## src/rtl/issue_unit_pkg.sv

```systemverilog
// Shared definitions for the issue arbiter.
// Unit id constants (also the cdb_owner encoding), default unit latencies,
// and the layout of one CDB reservation slot entry.
package issue_unit_pkg;

    localparam int NUM_UNITS = 4;

    localparam logic [1:0] UNIT_INT  = 2'd0;
    localparam logic [1:0] UNIT_LDST = 2'd1;
    localparam logic [1:0] UNIT_MUL  = 2'd2;
    localparam logic [1:0] UNIT_DIV  = 2'd3;

    localparam int DEF_LAT_INT  = 1;
    localparam int DEF_LAT_LDST = 2;
    localparam int DEF_LAT_MUL  = 4;
    localparam int DEF_LAT_DIV  = 6;

    localparam int SLOT_ID_W    = 2;
    localparam int SLOT_ENTRY_W = SLOT_ID_W + 1;

    typedef struct packed {
        logic                 valid;
        logic [SLOT_ID_W-1:0] id;
    } slot_entry_t;

endpackage

```

## src/rtl/cdb_slot_reg.sv

```systemverilog
// CDB reservation shift register.
// Entry k holds the reservation for the CDB k cycles from now. Every clock
// the entries move one step toward entry 0 and the top entry is refilled
// empty; an optional write places {1,id} at wr_idx (post-shift position).
// Ports:
//   clk, srst          - clock, synchronous active-high reset (clears all)
//   wr_en/wr_idx/wr_id - reservation write
//   rd_idx[NRD]        - indices whose valid bit is looked up
//   rd_valid[NRD]      - valid bit of entry rd_idx[i]
//   head_valid/head_id - entry 0, i.e. the CDB owner this cycle
module cdb_slot_reg
    import issue_unit_pkg::*;
#(
    parameter int DEPTH = 7,
    parameter int NRD   = 4,
    localparam int IDX_W = (DEPTH > 1) ? $clog2(DEPTH) : 1
) (
    input  logic                 clk,
    input  logic                 srst,
    input  logic                 wr_en,
    input  logic [IDX_W-1:0]     wr_idx,
    input  logic [SLOT_ID_W-1:0] wr_id,
    input  logic [IDX_W-1:0]     rd_idx [NRD],
    output logic [NRD-1:0]       rd_valid,
    output logic                 head_valid,
    output logic [SLOT_ID_W-1:0] head_id
);

    slot_entry_t slot_reg [DEPTH];

    generate
        for (genvar gi = 0; gi < DEPTH; gi++) begin : g_slot
            logic wr_hit;
            assign wr_hit = wr_en && (wr_idx == IDX_W'(gi));

            if (gi == DEPTH - 1) begin : g_top
                // Nothing shifts into the top entry; it only takes a write.
                always_ff @(posedge clk) begin
                    if (srst) begin
                        slot_reg[gi] <= '0;
                    end else if (wr_hit) begin
                        slot_reg[gi] <= '{valid: 1'b1, id: wr_id};
                    end else begin
                        slot_reg[gi] <= '0;
                    end
                end
            end else begin : g_mid
                always_ff @(posedge clk) begin
                    if (srst) begin
                        slot_reg[gi] <= '0;
                    end else if (wr_hit) begin
                        slot_reg[gi] <= '{valid: 1'b1, id: wr_id};
                    end else begin
                        slot_reg[gi] <= slot_reg[gi+1];
                    end
                end
            end
        end

        for (genvar gi = 0; gi < NRD; gi++) begin : g_rd
            assign rd_valid[gi] = slot_reg[rd_idx[gi]].valid;
        end
    endgenerate

    assign head_valid = slot_reg[0].valid;
    assign head_id    = slot_reg[0].id;

endmodule

```

## src/rtl/issue_unit.sv

```systemverilog
// Issue arbiter for the four execution queues (int, ldst, mul, div).
// Each cycle grants at most one ready queue head whose CDB result slot is
// still free, reserves that slot, and presents the current CDB owner.
// Ports:
//   clk, reset              - clock, synchronous active-high reset
//   issue*_ready            - queue head ready (int, ld, mul, div)
//   issue*_done             - queue head accepted this cycle (combinational)
//   cdb_owner/_valid        - unit whose result is on the CDB this cycle
module issue_unit
    import issue_unit_pkg::*;
#(
    parameter int LAT_INT  = DEF_LAT_INT,
    parameter int LAT_LDST = DEF_LAT_LDST,
    parameter int LAT_MUL  = DEF_LAT_MUL,
    parameter int LAT_DIV  = DEF_LAT_DIV
) (
    input  logic       clk,
    input  logic       reset,
    input  logic       issueint_ready,
    output logic       issueint_done,
    input  logic       issueld_ready,
    output logic       issueld_done,
    input  logic       issuemul_ready,
    output logic       issuemul_done,
    input  logic       issuediv_ready,
    output logic       issuediv_done,
    output logic [1:0] cdb_owner,
    output logic       cdb_owner_valid
);

    localparam int DEPTH = LAT_DIV + 1;
    localparam int IDX_W = (DEPTH > 1) ? $clog2(DEPTH) : 1;
    localparam int CNT_W = $clog2(LAT_DIV + 1);

    // Indexed by unit id.
    localparam int LAT_TAB [NUM_UNITS] = '{LAT_INT, LAT_LDST, LAT_MUL, LAT_DIV};

    logic [IDX_W-1:0]     look_idx [NUM_UNITS];
    logic [NUM_UNITS-1:0] slot_taken;
    logic [NUM_UNITS-1:0] ready_vec;
    logic [NUM_UNITS-1:0] elig;
    logic [NUM_UNITS-1:0] grant;
    logic [IDX_W-1:0]     wr_idx;
    logic [SLOT_ID_W-1:0] wr_id;
    logic                 lru_reg;
    logic [CNT_W-1:0]     div_busy_reg;
    logic                 div_idle;

    assign ready_vec = {issuediv_ready, issuemul_ready, issueld_ready, issueint_ready};
    assign div_idle  = (div_busy_reg == '0);

    // A unit with latency L must find slot[L] free now: that entry becomes
    // slot[L-1] at the edge, which is where its reservation is written.
    generate
        for (genvar gi = 0; gi < NUM_UNITS; gi++) begin : g_unit
            assign look_idx[gi] = IDX_W'(LAT_TAB[gi]);
            if (gi == int'(UNIT_DIV)) begin : g_div
                assign elig[gi] = ready_vec[gi] & ~slot_taken[gi] & div_idle;
            end else begin : g_other
                assign elig[gi] = ready_vec[gi] & ~slot_taken[gi];
            end
        end
    endgenerate

    // Fixed priority div > mul > {int, ldst}; int/ldst tie broken by LRU.
    always_comb begin
        grant = '0;
        if (!reset) begin
            if (elig[UNIT_DIV]) begin
                grant[UNIT_DIV] = 1'b1;
            end else if (elig[UNIT_MUL]) begin
                grant[UNIT_MUL] = 1'b1;
            end else if (elig[UNIT_INT] && elig[UNIT_LDST]) begin
                if (lru_reg) begin
                    grant[UNIT_LDST] = 1'b1;
                end else begin
                    grant[UNIT_INT] = 1'b1;
                end
            end else if (elig[UNIT_INT]) begin
                grant[UNIT_INT] = 1'b1;
            end else if (elig[UNIT_LDST]) begin
                grant[UNIT_LDST] = 1'b1;
            end
        end
    end

    always_comb begin
        wr_idx = '0;
        wr_id  = '0;
        for (int u = 0; u < NUM_UNITS; u++) begin
            if (grant[u]) begin
                wr_idx = IDX_W'(LAT_TAB[u] - 1);
                wr_id  = SLOT_ID_W'(u);
            end
        end
    end

    always_ff @(posedge clk) begin
        if (reset) begin
            lru_reg <= 1'b0;
        end else if (grant[UNIT_INT]) begin
            lru_reg <= 1'b1;
        end else if (grant[UNIT_LDST]) begin
            lru_reg <= 1'b0;
        end
    end

    // The divider is not pipelined: hold off the next divide until the
    // current one has had LAT_DIV cycles.
    always_ff @(posedge clk) begin
        if (reset) begin
            div_busy_reg <= '0;
        end else if (grant[UNIT_DIV]) begin
            div_busy_reg <= CNT_W'(LAT_DIV - 1);
        end else if (!div_idle) begin
            div_busy_reg <= div_busy_reg - CNT_W'(1);
        end
    end

    cdb_slot_reg #(
        .DEPTH (DEPTH),
        .NRD   (NUM_UNITS)
    ) u_slots (
        .clk        (clk),
        .srst       (reset),
        .wr_en      (|grant),
        .wr_idx     (wr_idx),
        .wr_id      (wr_id),
        .rd_idx     (look_idx),
        .rd_valid   (slot_taken),
        .head_valid (cdb_owner_valid),
        .head_id    (cdb_owner)
    );

    assign issueint_done = grant[UNIT_INT];
    assign issueld_done  = grant[UNIT_LDST];
    assign issuemul_done = grant[UNIT_MUL];
    assign issuediv_done = grant[UNIT_DIV];

endmodule

```

## config.mk

```make
export PLATFORM = sky130hd
export DESIGN_NAME = issue_unit
export DESIGN_NICKNAME = d
export VERILOG_FILES = /design/src/rtl/issue_unit_pkg.sv /design/src/rtl/cdb_slot_reg.sv /design/src/rtl/issue_unit.sv
export SDC_FILE = /design/constraint.sdc
export NUM_CORES = 1
export LEC_CHECK = 0
export ABC_AREA = 1
export BUFFER_PORTS_ARGS = -buffer_cell sky130_fd_sc_hd__buf_2
export CORE_UTILIZATION = 40
export DETAILED_ROUTE_END_ITERATION = 7
export PLACE_DENSITY_LB_ADDON = 0.12
export SLEW_MARGIN = 20
export SYNTH_ARGS = -nofsm -noshare
export SYNTH_HDL_FRONTEND = slang
export SYNTH_SLANG_ARGS = --single-unit
```

## constraint.sdc

```tcl
create_clock -name clk -period 2.2 [get_ports clk]
set_input_delay 0.22 -clock clk [delete_from_list [all_inputs] [get_ports clk]]
set_output_delay 0.22 -clock clk [all_outputs]
set_load 0.005 [all_outputs]
```

==> impl_metrics.env, run 1 <==
export IMPL_power_mw=1.01
export IMPL_rr_startpoint="div_busy_reg[0]"
export IMPL_wl_per_cell_microns=9.64
export IMPL_p_leak_nw=0.647
export IMPL_final_max_slew_violation_count=0
export IMPL_cts_buffer_depth=2
export IMPL_ys_warn_count=0
export IMPL_final_period_utilization=0.908
export IMPL_final_setup_viol_count=0
export IMPL_crit_path_start_kind="flip-flop"
export IMPL_path_class="reg2out"
export IMPL_max_stage_delay_ps=360
export IMPL_max_cap_viol_count=0
export IMPL_top_level_ports=13
export IMPL_antenna_found_initial=0
export IMPL_outcome="finished, final reports clean"
export IMPL_clock_skew_ps=7.64
export IMPL_finalSetupTns_ps=0
export IMPL_cp_cell_sequence="inv_1 > ha_1 > ha_2 > nand3_4 > nand2_2 > nor2_2 > nand3_1 > inv_1 > buf_2"
export IMPL_drive_gt1_frac=0.163
export IMPL_drc=0
export IMPL_numCtsBuffers=3
export IMPL_h_tree_depth=1
export IMPL_ys_top_cells_by_area="edfxtp_1 58%, inv_1 7.9%, dfxtp_1 7.3%, nand2_1 4.8%, nor2_1 4.8%"
export IMPL_cpMostUsedCell="inv_1"
export IMPL_insertedDiodeCount=0
export IMPL_grtUsageMet3=0.0339
export IMPL_row_count=18
export IMPL_r2r_end="u_slots.slot_reg[3][0]"
export IMPL_yosysMostFrequentCell="inv_1"
export IMPL_track_usage=0.142
export IMPL_ys_seq_area_frac=0.652
export IMPL_area_delta_synth_final_pct=18.7
export IMPL_r2r_slack_ps=680
export IMPL_drtPass1Iterations=4
export IMPL_rsz0062_at_grt="false"
export IMPL_min_from="issuediv_ready"
export IMPL_num_vias=728
export IMPL_fmax_ghz=0.500
export IMPL_required_ps=1980
export IMPL_avgSynthCellArea_sq_um=10.5
export IMPL_gp_congestion=0.773
export IMPL_gr_usage_met2=0.252
export IMPL_crit_fanout=9
export IMPL_drt_initial_drc_count=10
export IMPL_largest_reg_flops=21
export IMPL_fin_crit_ps=2000
export IMPL_insertion_delay_ps=310
export IMPL_dieArea_sq_um=2940
export IMPL_start_util=0.432
export IMPL_final_hold_viol_count=0
export IMPL_timing_final_ws_setup_ps=202
export IMPL_nets=151
export IMPL_grt_pass1_wl_mm=2.90
export IMPL_holdPathStages=3
export IMPL_synthCells=104
export IMPL_dp_worst_setup_slack_ps=466
export IMPL_synth_area_sq_um=1090
export IMPL_critPathBufInv=3
export IMPL_ant_nets=0
export IMPL_ir_drop_v=0.000471
export IMPL_min_path_type="in2reg"
export IMPL_critical_path_arrival_ps=1780
export IMPL_tritoncts="built"
export IMPL_synth_top_area_frac=0.579
export IMPL_grt_met1_usage=0.159
export IMPL_fp_dieH_microns=54.2
export IMPL_wirelength_mm=1.65
export IMPL_viasPerCell=4.26
export IMPL_grt_pass1_vias=720
export IMPL_dieWidth_microns=54.2
export IMPL_grt_max_degree=16
export IMPL_synthFlopType="edfxtp_1"
export IMPL_overflow=0
export IMPL_holdPathEnd="div_busy_reg[0]"
export IMPL_cts_root_buf="clkbuf_4"
export IMPL_r2r_cells=7
export IMPL_powerDensity_nw_per_um2=779
export IMPL_ys_types=20
export IMPL_dp_hpwl_mm=1.29
export IMPL_path_delay_family="simple AND/OR/NAND/NOR gates"
export IMPL_ys_async_sr_fraction=0
export IMPL_synth_edf_count=21
export IMPL_yosys_register_bits=25
export IMPL_cts_sinks=25
export IMPL_ys_top_cells_by_count="23 x inv_1, 21 x edfxtp_1, 14 x nand2_1, 14 x nor2_1, 7 x a21oi_1"
export IMPL_io_buffers=12
export IMPL_path_clk_slew_ps=120
export IMPL_grt_busiest_layer="met2"
export IMPL_synth_largest_area_cell="edfxtp_1"
export IMPL_coreArea_sq_um=2520
export IMPL_critPathSlowestCell="dfxtp_1"
export IMPL_cp_end_kind="output port"
## power breakdown
part / internal (mW) / switching, mW / total, mW
registers: 0.572 / 0.0214 / 0.593
clock network: 0.0707 / 0.125 / 0.196
logic: 0.0853 / 0.133 / 0.218
## how the worst max path moves through the flow
| stage | depth (start not counted) | to | start |
|---|---|---|---|
| 2_1_floorplan | 8 | issueint_done | div_busy_reg[0] |
| 3_3_place_gp | 9 | issueint_done | div_busy_reg[0] |
| 3_5_place_dp | 9 | issueint_done | div_busy_reg[0] |
| 4_1_cts | 9 | issueint_done | div_busy_reg[0] |
| 5_1_grt | 9 | issueint_done | div_busy_reg[0] |
| 6_report | 9 | issueint_done | div_busy_reg[0] |
## cells in the final DEF (no fill, tap or decap)
master    count
conb_1       24
inv_1        23
edfxtp_1     21
nand2_1      14
nor2_1       14
buf_2        12
a21oi_1       7
dfxtp_1       4
clkbuf_4      3
inv_2         2
nor2_2        2
nand3_1       2
nand4_1       2
ha_1          2
nand3_4       1
nand2_2       1
nand3b_1      1
nand3_2       1
o21ai_1       1
o21ai_0       1
xor2_1        1
ha_2          1
clkbuf_1      1
## area by class of cell
class	count	area, sq um
Clock buffer	4	26.3
Fill cell	252	1230
Inverter	25	93.8
Multi-Input combinational cell	75	365
Sequential cell	25	711
Tap cell	30	37.5
Timing Repair Buffer	12	60.1
## per-stage QoR
stage / util / hold WS [ps] / instance area (sq um) / cells
finish: 0.513 / 274 / 1290 / 171
floorplan: - / 289 / 1170 / 126
global placement: 0.501 / 473 / 1260 / 167
global route: 0.513 / 267 / 1290 / 171
detailed placement: 0.501 / 477 / 1260 / 167
CTS: 0.512 / 254 / 1290 / 171
## routing by layer
layer | up-vias | wire length, microns
li1 | 379 | -
met1 | 334 | 728
met2 | 13 | 839
met3 | 2 | 68
met4 | 0 | 12
met5 | - | 0
## repair_timing
action,4_1_cts,5_1_grt
gates resized for setup,0,1
setup endpoints to repair,0,2
hold buffers,0,0
buffers inserted,0,0
## worst register-to-register path: stages, from the launching register on
cell and delay, ps:
dfxtp_1 360, inv_1 50, ha_1 210, ha_2 230
nand3_4 140, nand2_2 90, nor2_2 160, nor2_1 50
## logic make-up (layout without fill, tap and decap cells)
family,Yosys count,after routing,synth area share
AND/OR/NAND/NOR,38,38,0.166
flip-flops,25,25,0.652
adder cells (fa/ha/maj),3,3,0.0344
buffers and inverters,26,41,0.0907
other,2,24,0.00689
AO/OA/AOI/OAI,9,9,0.0413
XOR/XNOR,1,1,0.00804
(Power assumes the default switching activity.)
==> run 2, diff against run 1 <==
--- a/config.mk
+++ b/config.mk
@@ -13,4 +13,5 @@
 export SLEW_MARGIN = 20
 export SYNTH_ARGS = -nofsm -noshare
 export SYNTH_HDL_FRONTEND = slang
+export SYNTH_HIERARCHICAL = 1
 export SYNTH_SLANG_ARGS = --single-unit
==> run 2 against run 1 <==
  * First-iteration DRC count rose to 4.7 times the previous value
  * Worst hold slack improved by 35 ps
  * Final cell count grew 110%
  * Fmax down 5.8%
  * Synthesized area increased by 48%
  * Clock power is 43% higher
  * Flip-flop and latch count stayed put
  * Sequential share of layout area shrank 22 points
  * Global-route usage increased by 3.1 points
  * Sequential power hardly changed
  * Power is 37% higher
  * Count of clock-buffer cells in the layout down 1
  * Largest cell class is now multi-input gates
  * Highest routed layer unchanged
==> impl_metrics.env, run 2 <==
export IMPL_drc=0
export IMPL_drt_initial_drc_count=47
export IMPL_dieWidth_microns=65.4
export IMPL_critPathSlowestCell="dfxtp_2"
export IMPL_fp_dieH_microns=65.4
export IMPL_row_count=22
export IMPL_rsz0062_at_grt="true"
export IMPL_crit_path_start_kind="flip-flop"
export IMPL_fmax_ghz=0.472
export IMPL_wirelength_mm=3.49
export IMPL_max_stage_delay_ps=340
export IMPL_synth_edf_count=21
export IMPL_ant_nets=0
export IMPL_largest_reg_flops=21
export IMPL_holdPathEnd="div_busy_reg[1]"
export IMPL_r2r_cells=14
export IMPL_ys_top_cells_by_area="edfxtp_1 39%, nand2_1 19%, inv_1 10%, nand3_1 7.2%, a21oi_1 5.0%"
export IMPL_dpl_cell_area_sq_um=1990
export IMPL_path_clk_slew_ps=90
export IMPL_synthFlopType="edfxtp_1"
export IMPL_overflow=0
export IMPL_path_delay_family="simple AND/OR/NAND/NOR gates"
export IMPL_min_from="issuediv_ready"
export IMPL_cp_end_kind="flip-flop"
export IMPL_num_vias=1447
export IMPL_grt_max_degree=16
export IMPL_critPathBufInv=2
export IMPL_yosysMostFrequentCell="nand2_1"
export IMPL_wl_per_cell_microns=9.88
export IMPL_ys_top_cells_by_count="81 x nand2_1, 43 x inv_1, 23 x nand3_1"
export IMPL_r2r_end="u_slots/slot_reg[1][1]"
export IMPL_final_setup_viol_count=0
export IMPL_postLayoutCellArea_sq_um=2180
export IMPL_final_hold_viol_count=0
export IMPL_gr_usage_met2=0.293
export IMPL_final_max_slew_violation_count=0
export IMPL_ys_async_sr_fraction=0
export IMPL_gp_congestion=0.828
export IMPL_antenna_found_initial=0
export IMPL_cts_sinks=25
export IMPL_insertion_delay_ps=270
export IMPL_timing_final_ws_setup_ps=79.3
export IMPL_synth_largest_area_cell="edfxtp_1"
export IMPL_grtUsageMet3=0.0382
export IMPL_grt_pass1_vias=1303
export IMPL_layout_commonest_cell="nand2_1"
export IMPL_ir_drop_v=0.000456
export IMPL_coreArea_sq_um=3770
export IMPL_grt_pass1_wl_mm=5.60
export IMPL_rr_startpoint="div_busy_reg[1]"
export IMPL_synthCells=227
export IMPL_ys_types=19
export IMPL_mostFrequentLayoutCells="73 x nand2_1, 57 x conb_1, 37 x inv_1"
export IMPL_final_period_utilization=0.964
export IMPL_grt_met1_usage=0.222
export IMPL_p_leak_nw=1.15
export IMPL_min_path_type="in2reg"
export IMPL_ctsHoldBuffers=0
export IMPL_h_tree_depth=1
export IMPL_yosys_register_bits=25
export IMPL_dieArea_sq_um=4280
export IMPL_powerDensity_nw_per_um2=634
export IMPL_numCtsBuffers=3
export IMPL_start_util=0.427
export IMPL_path_class="reg2reg"
export IMPL_area_delta_synth_final_pct=35.5
export IMPL_r2r_slack_ps=80
export IMPL_viasPerCell=4.10
export IMPL_cp_cell_sequence="inv_2 > ha_4 > ha_4 > nand3_4 > nand2_4 > nor2_4 > nand3_2 > nand4_1 > inv_2 > nor2_4 > nand2_2 > nor2_2 > nand2_1 > nand2_1"
export IMPL_drive_gt1_frac=0.226
export IMPL_cts_root_buf="clkbuf_8"
export IMPL_ys_warn_count=6
export IMPL_critical_path_arrival_ps=2270
export IMPL_drtPass1Iterations=4
export IMPL_tritoncts="built"
export IMPL_crit_fanout=7
export IMPL_fin_crit_ps=2120
export IMPL_holdPathStages=4
export IMPL_track_usage=0.174
export IMPL_nets=315
export IMPL_dp_hpwl_mm=2.54
export IMPL_required_ps=2350
export IMPL_avgSynthCellArea_sq_um=7.09
export IMPL_insertedDiodeCount=0
export IMPL_synth_area_sq_um=1610
export IMPL_max_cap_viol_count=0
export IMPL_top_level_ports=13
export IMPL_cts_buffer_depth=2
export IMPL_grt_busiest_layer="met2"
export IMPL_synth_top_area_frac=0.392
export IMPL_dp_worst_setup_slack_ps=41.3
export IMPL_ys_seq_area_frac=0.442
export IMPL_io_buffers=12
export IMPL_outcome="finished, final reports clean"
export IMPL_clock_skew_ps=2.64
## run 2: changes by cell type in the layout (fill, tap and decap cells not counted), moves of 5 or more
cell     delta
nand2_1    +59
conb_1     +33
nand3_1    +16
inv_1      +14
buf_4      +10
a21oi_1     +7
nand2_2     +7
nor2_1      -6
inv_2       +5
nor2_4      +5
## run 2: cell families (layout without fill, tap and decap cells)
family,count (synthesis),in the layout,synth area share
simple gates,131,131,0.358
buf+inv,46,70,0.109
flops,25,25,0.442
compound gates,19,19,0.0614
fa+ha+maj,3,3,0.0233
other cells,3,57,0.00700
## run 2: stage by stage
stage / cells / utilization / hold slack (ps) / power [mW] / setup TNS, ps
finish: 353 / 0.578 / 308 / 1.38 / 0
global route: 353 / 0.578 / 318 / 1.48 / -119
CTS: 352 / 0.540 / 292 / 1.28 / 0
detailed placement: 348 / 0.528 / 459 / 0.993 / 0
global placement: 348 / 0.528 / 461 / 0.990 / 0
floorplan: 281 / - / 282 / 0.877 / 0
## run 2: worst reg2reg max path, cell delays in order, from the launching register on
cell	delay [ps]
dfxtp_2	340
inv_2	50
ha_4	160
ha_4	160
nand3_4	80
nand2_4	60
nor2_4	140
nand3_2	120
nand4_1	170
inv_2	60
nor2_4	270
nand2_2	130
nor2_2	140
nand2_1	60
nand2_1	60
## run 2: layer usage
layer / up-vias / wire length, microns
li1: 806 / -
met5: - / 0
met2: 18 / 1720
met3: 2 / 90
met1: 621 / 1650
met4: 0 / 27
## run 2: timing repair
item                                    4_1_cts  5_1_grt
resized for setup                             0       40
setup buffers                                 0        1
endpoints found under the setup margin        0       15
## run 2: how the worst max path moves through the flow
stage / startpoint / end / depth (start not counted)
finish: div_busy_reg[1] / u_slots/slot_reg[1][1] / 14
global route: u_slots/slot_reg[6][2] / u_slots/slot_reg[1][1] / 16
CTS: div_busy_reg[0] / u_slots/slot_reg[3][0] / 13
detailed placement: div_busy_reg[0] / u_slots/slot_reg[3][0] / 13
global placement: div_busy_reg[0] / u_slots/slot_reg[3][0] / 13
floorplan: div_busy_reg[0] / u_slots/slot_reg[3][0] / 12
## run 2: where the power goes
part / total, mW / internal (mW) / switching, mW
Combinational: 0.512 / 0.195 / 0.317
Sequential: 0.591 / 0.571 / 0.0198
Clock: 0.280 / 0.128 / 0.152
## run 2: final cells by class
| cell class | count | area, sq um |
|---|---|---|
| inverters | 44 | 165 |
| clock buffers | 3 | 41.3 |
| clock inverters | 1 | 7.51 |
| multi-input cells | 210 | 1060 |
| repair buffers | 22 | 135 |
| well taps | 48 | 60.1 |
| flip-flops and latches | 25 | 713 |
| fillers | 399 | 1590 |
==> run 3, diff against run 2 <==
--- a/config.mk
+++ b/config.mk
@@ -10,6 +10,7 @@
 export CORE_UTILIZATION = 40
 export DETAILED_ROUTE_END_ITERATION = 7
 export PLACE_DENSITY_LB_ADDON = 0.12
+export SETUP_SLACK_MARGIN = 0.2
 export SLEW_MARGIN = 20
 export SYNTH_ARGS = -nofsm -noshare
 export SYNTH_HDL_FRONTEND = slang
==> run 3 against run 2 <==
  * First-iteration DRC count grew 8.5%
  * Register-to-register slack gained 80 ps
  * Power grew 3.1%
  * Via count grew 1.9%
  * Design area grew 3.7%
  * Critical endpoint is now u_slots/slot_reg[2][2]
  * Largest power group unchanged
==> impl_metrics.env, run 3 (same netlist as run 2, synthesis figures left out) <==
export IMPL_outcome="finished, final reports clean"
export IMPL_layout_commonest_cell="nand2_1"
export IMPL_crit_fanout=7
export IMPL_numCtsBuffers=3
export IMPL_path_clk_slew_ps=80
export IMPL_dieWidth_microns=65.4
export IMPL_drc=0
export IMPL_track_usage=0.177
export IMPL_final_seq_area_sq_um=713
export IMPL_h_tree_depth=1
export IMPL_p_leak_nw=1.19
export IMPL_antenna_found_initial=0
export IMPL_cp_end_kind="flip-flop"
export IMPL_finalSetupTns_ps=0
export IMPL_cts_sinks=25
export IMPL_max_stage_delay_ps=340
export IMPL_critical_path_arrival_ps=2180
export IMPL_coreArea_sq_um=3770
export IMPL_cp_cell_sequence="inv_2 > ha_4 > ha_4 > nand3_4 > nand2_4 > nor2_4 > nand3_2 > nand4_1 > inv_2 > nor2_4 > nand2_2 > buf_4 > a21oi_2"
export IMPL_crit_path_start_kind="flip-flop"
export IMPL_holdPathStages=4
export IMPL_min_path_type="in2reg"
export IMPL_grt_pass1_vias=1363
export IMPL_viasPerCell=4.11
export IMPL_rsz0062_at_grt="true"
export IMPL_max_cap_viol_count=0
export IMPL_drive_gt1_frac=0.251
export IMPL_dpl_cell_area_sq_um=2000
export IMPL_largest_reg_flops=21
export IMPL_io_buffers=12
export IMPL_multi_input_area_sq_um=1090
export IMPL_final_setup_viol_count=0
export IMPL_overflow=0
export IMPL_path_class="reg2reg"
export IMPL_top_level_ports=13
export IMPL_insertion_delay_ps=270
export IMPL_nets=321
export IMPL_tritoncts="built"
export IMPL_mostFrequentLayoutCells="71 x nand2_1, 57 x conb_1, 38 x inv_1"
export IMPL_timing_final_ws_setup_ps=157
export IMPL_insertedDiodeCount=0
export IMPL_dieArea_sq_um=4280
export IMPL_drtPass1Iterations=4
export IMPL_wirelength_mm=3.27
export IMPL_grt_max_degree=20
export IMPL_dp_worst_setup_slack_ps=75.5
export IMPL_grt_pass1_wl_mm=5.66
export IMPL_dp_hpwl_mm=2.45
export IMPL_r2r_cells=13
export IMPL_start_util=0.427
export IMPL_clock_skew_ps=1.60
export IMPL_ctsHoldBuffers=0
export IMPL_required_ps=2330
export IMPL_critPathSlowestCell="dfxtp_2"
export IMPL_final_period_utilization=0.929
export IMPL_ant_nets=0
export IMPL_fp_dieH_microns=65.4
export IMPL_cts_root_buf="clkbuf_8"
export IMPL_drt_initial_drc_count=51
export IMPL_cts_buffer_depth=2
export IMPL_postLayoutCellArea_sq_um=2260
export IMPL_fin_crit_ps=2040
export IMPL_num_vias=1475
export IMPL_final_max_slew_violation_count=0
export IMPL_ir_drop_v=0.000386
export IMPL_gp_congestion=0.794
export IMPL_fillers=356
export IMPL_wl_per_cell_microns=9.11
export IMPL_fmax_ghz=0.490
export IMPL_final_hold_viol_count=0
export IMPL_area_delta_synth_final_pct=40.5
export IMPL_powerDensity_nw_per_um2=630
export IMPL_row_count=22
run 3: cell types whose count changed in the layout (fill, tap and decap cells not counted), sizes merged:
cell,change
clkinvlp,-1
buf,+6
clkbuf,+1
run 3: area by class of cell:
cell class	count	area share
inverter	44	0.0742
clock buffer	4	0.0199
tap	48	0.0266
timing repair buffer	28	0.0797
multi-input combinational	210	0.484
sequential	25	0.315
run 3: what timing repair did:
item,4_1_cts,5_1_grt
setup endpoints to repair,14,21
resized for setup,25,18
setup buffers,3,5
pin swaps,13,11
run 3: worst paths after layout:
path / start / to / slack, ps
setup / recovery: div_busy_reg[1] / u_slots/slot_reg[2][2] / 160
hold / removal: reset / div_busy_reg[0] / 310
setup reg to reg: div_busy_reg[1] / u_slots/slot_reg[2][2] / 160
hold reg to reg: lru_reg / lru_reg / 470
run 3: per-layer routing:
| layer | global-route usage | up-vias | share of wire |
|---|---|---|---|
| li1 | - | 821 | - |
| met1 | 0.226 | 635 | 0.48 |
| met2 | 0.300 | 14 | 0.48 |
| met3 | 0.0260 | 5 | 0.024 |
| met4 | 0.0652 | 0 | 0.015 |
| met5 | 0 | - | 0 |
run 3: critical path, delay by kind of cell, from the launching register on:
family                   cells  cell delay (ps)
AND/OR/NAND/NOR              7              870
buffers and inverters        3              250
AO/OA/AOI/OAI                1              110
adder cells (fa/ha/maj)      2              320
flip-flops                   1              340
run 3: through the flow:
stage,hold WS [ps],utilization,power (mW),instances
final,311,0.600,1.43,359
after global routing,347,0.600,1.54,359
after CTS,303,0.574,1.38,354
after global placement,461,0.530,0.988,347
after detailed placement,459,0.530,0.988,347
after floorplan,282,-,0.889,281
run 3: where the power goes:
part	total (mW)	internal (mW)	leakage, nW	switching (mW)
clock network	0.274	0.130	0.0228	0.144
registers	0.592	0.571	0.249	0.0206
logic	0.560	0.229	0.917	0.331
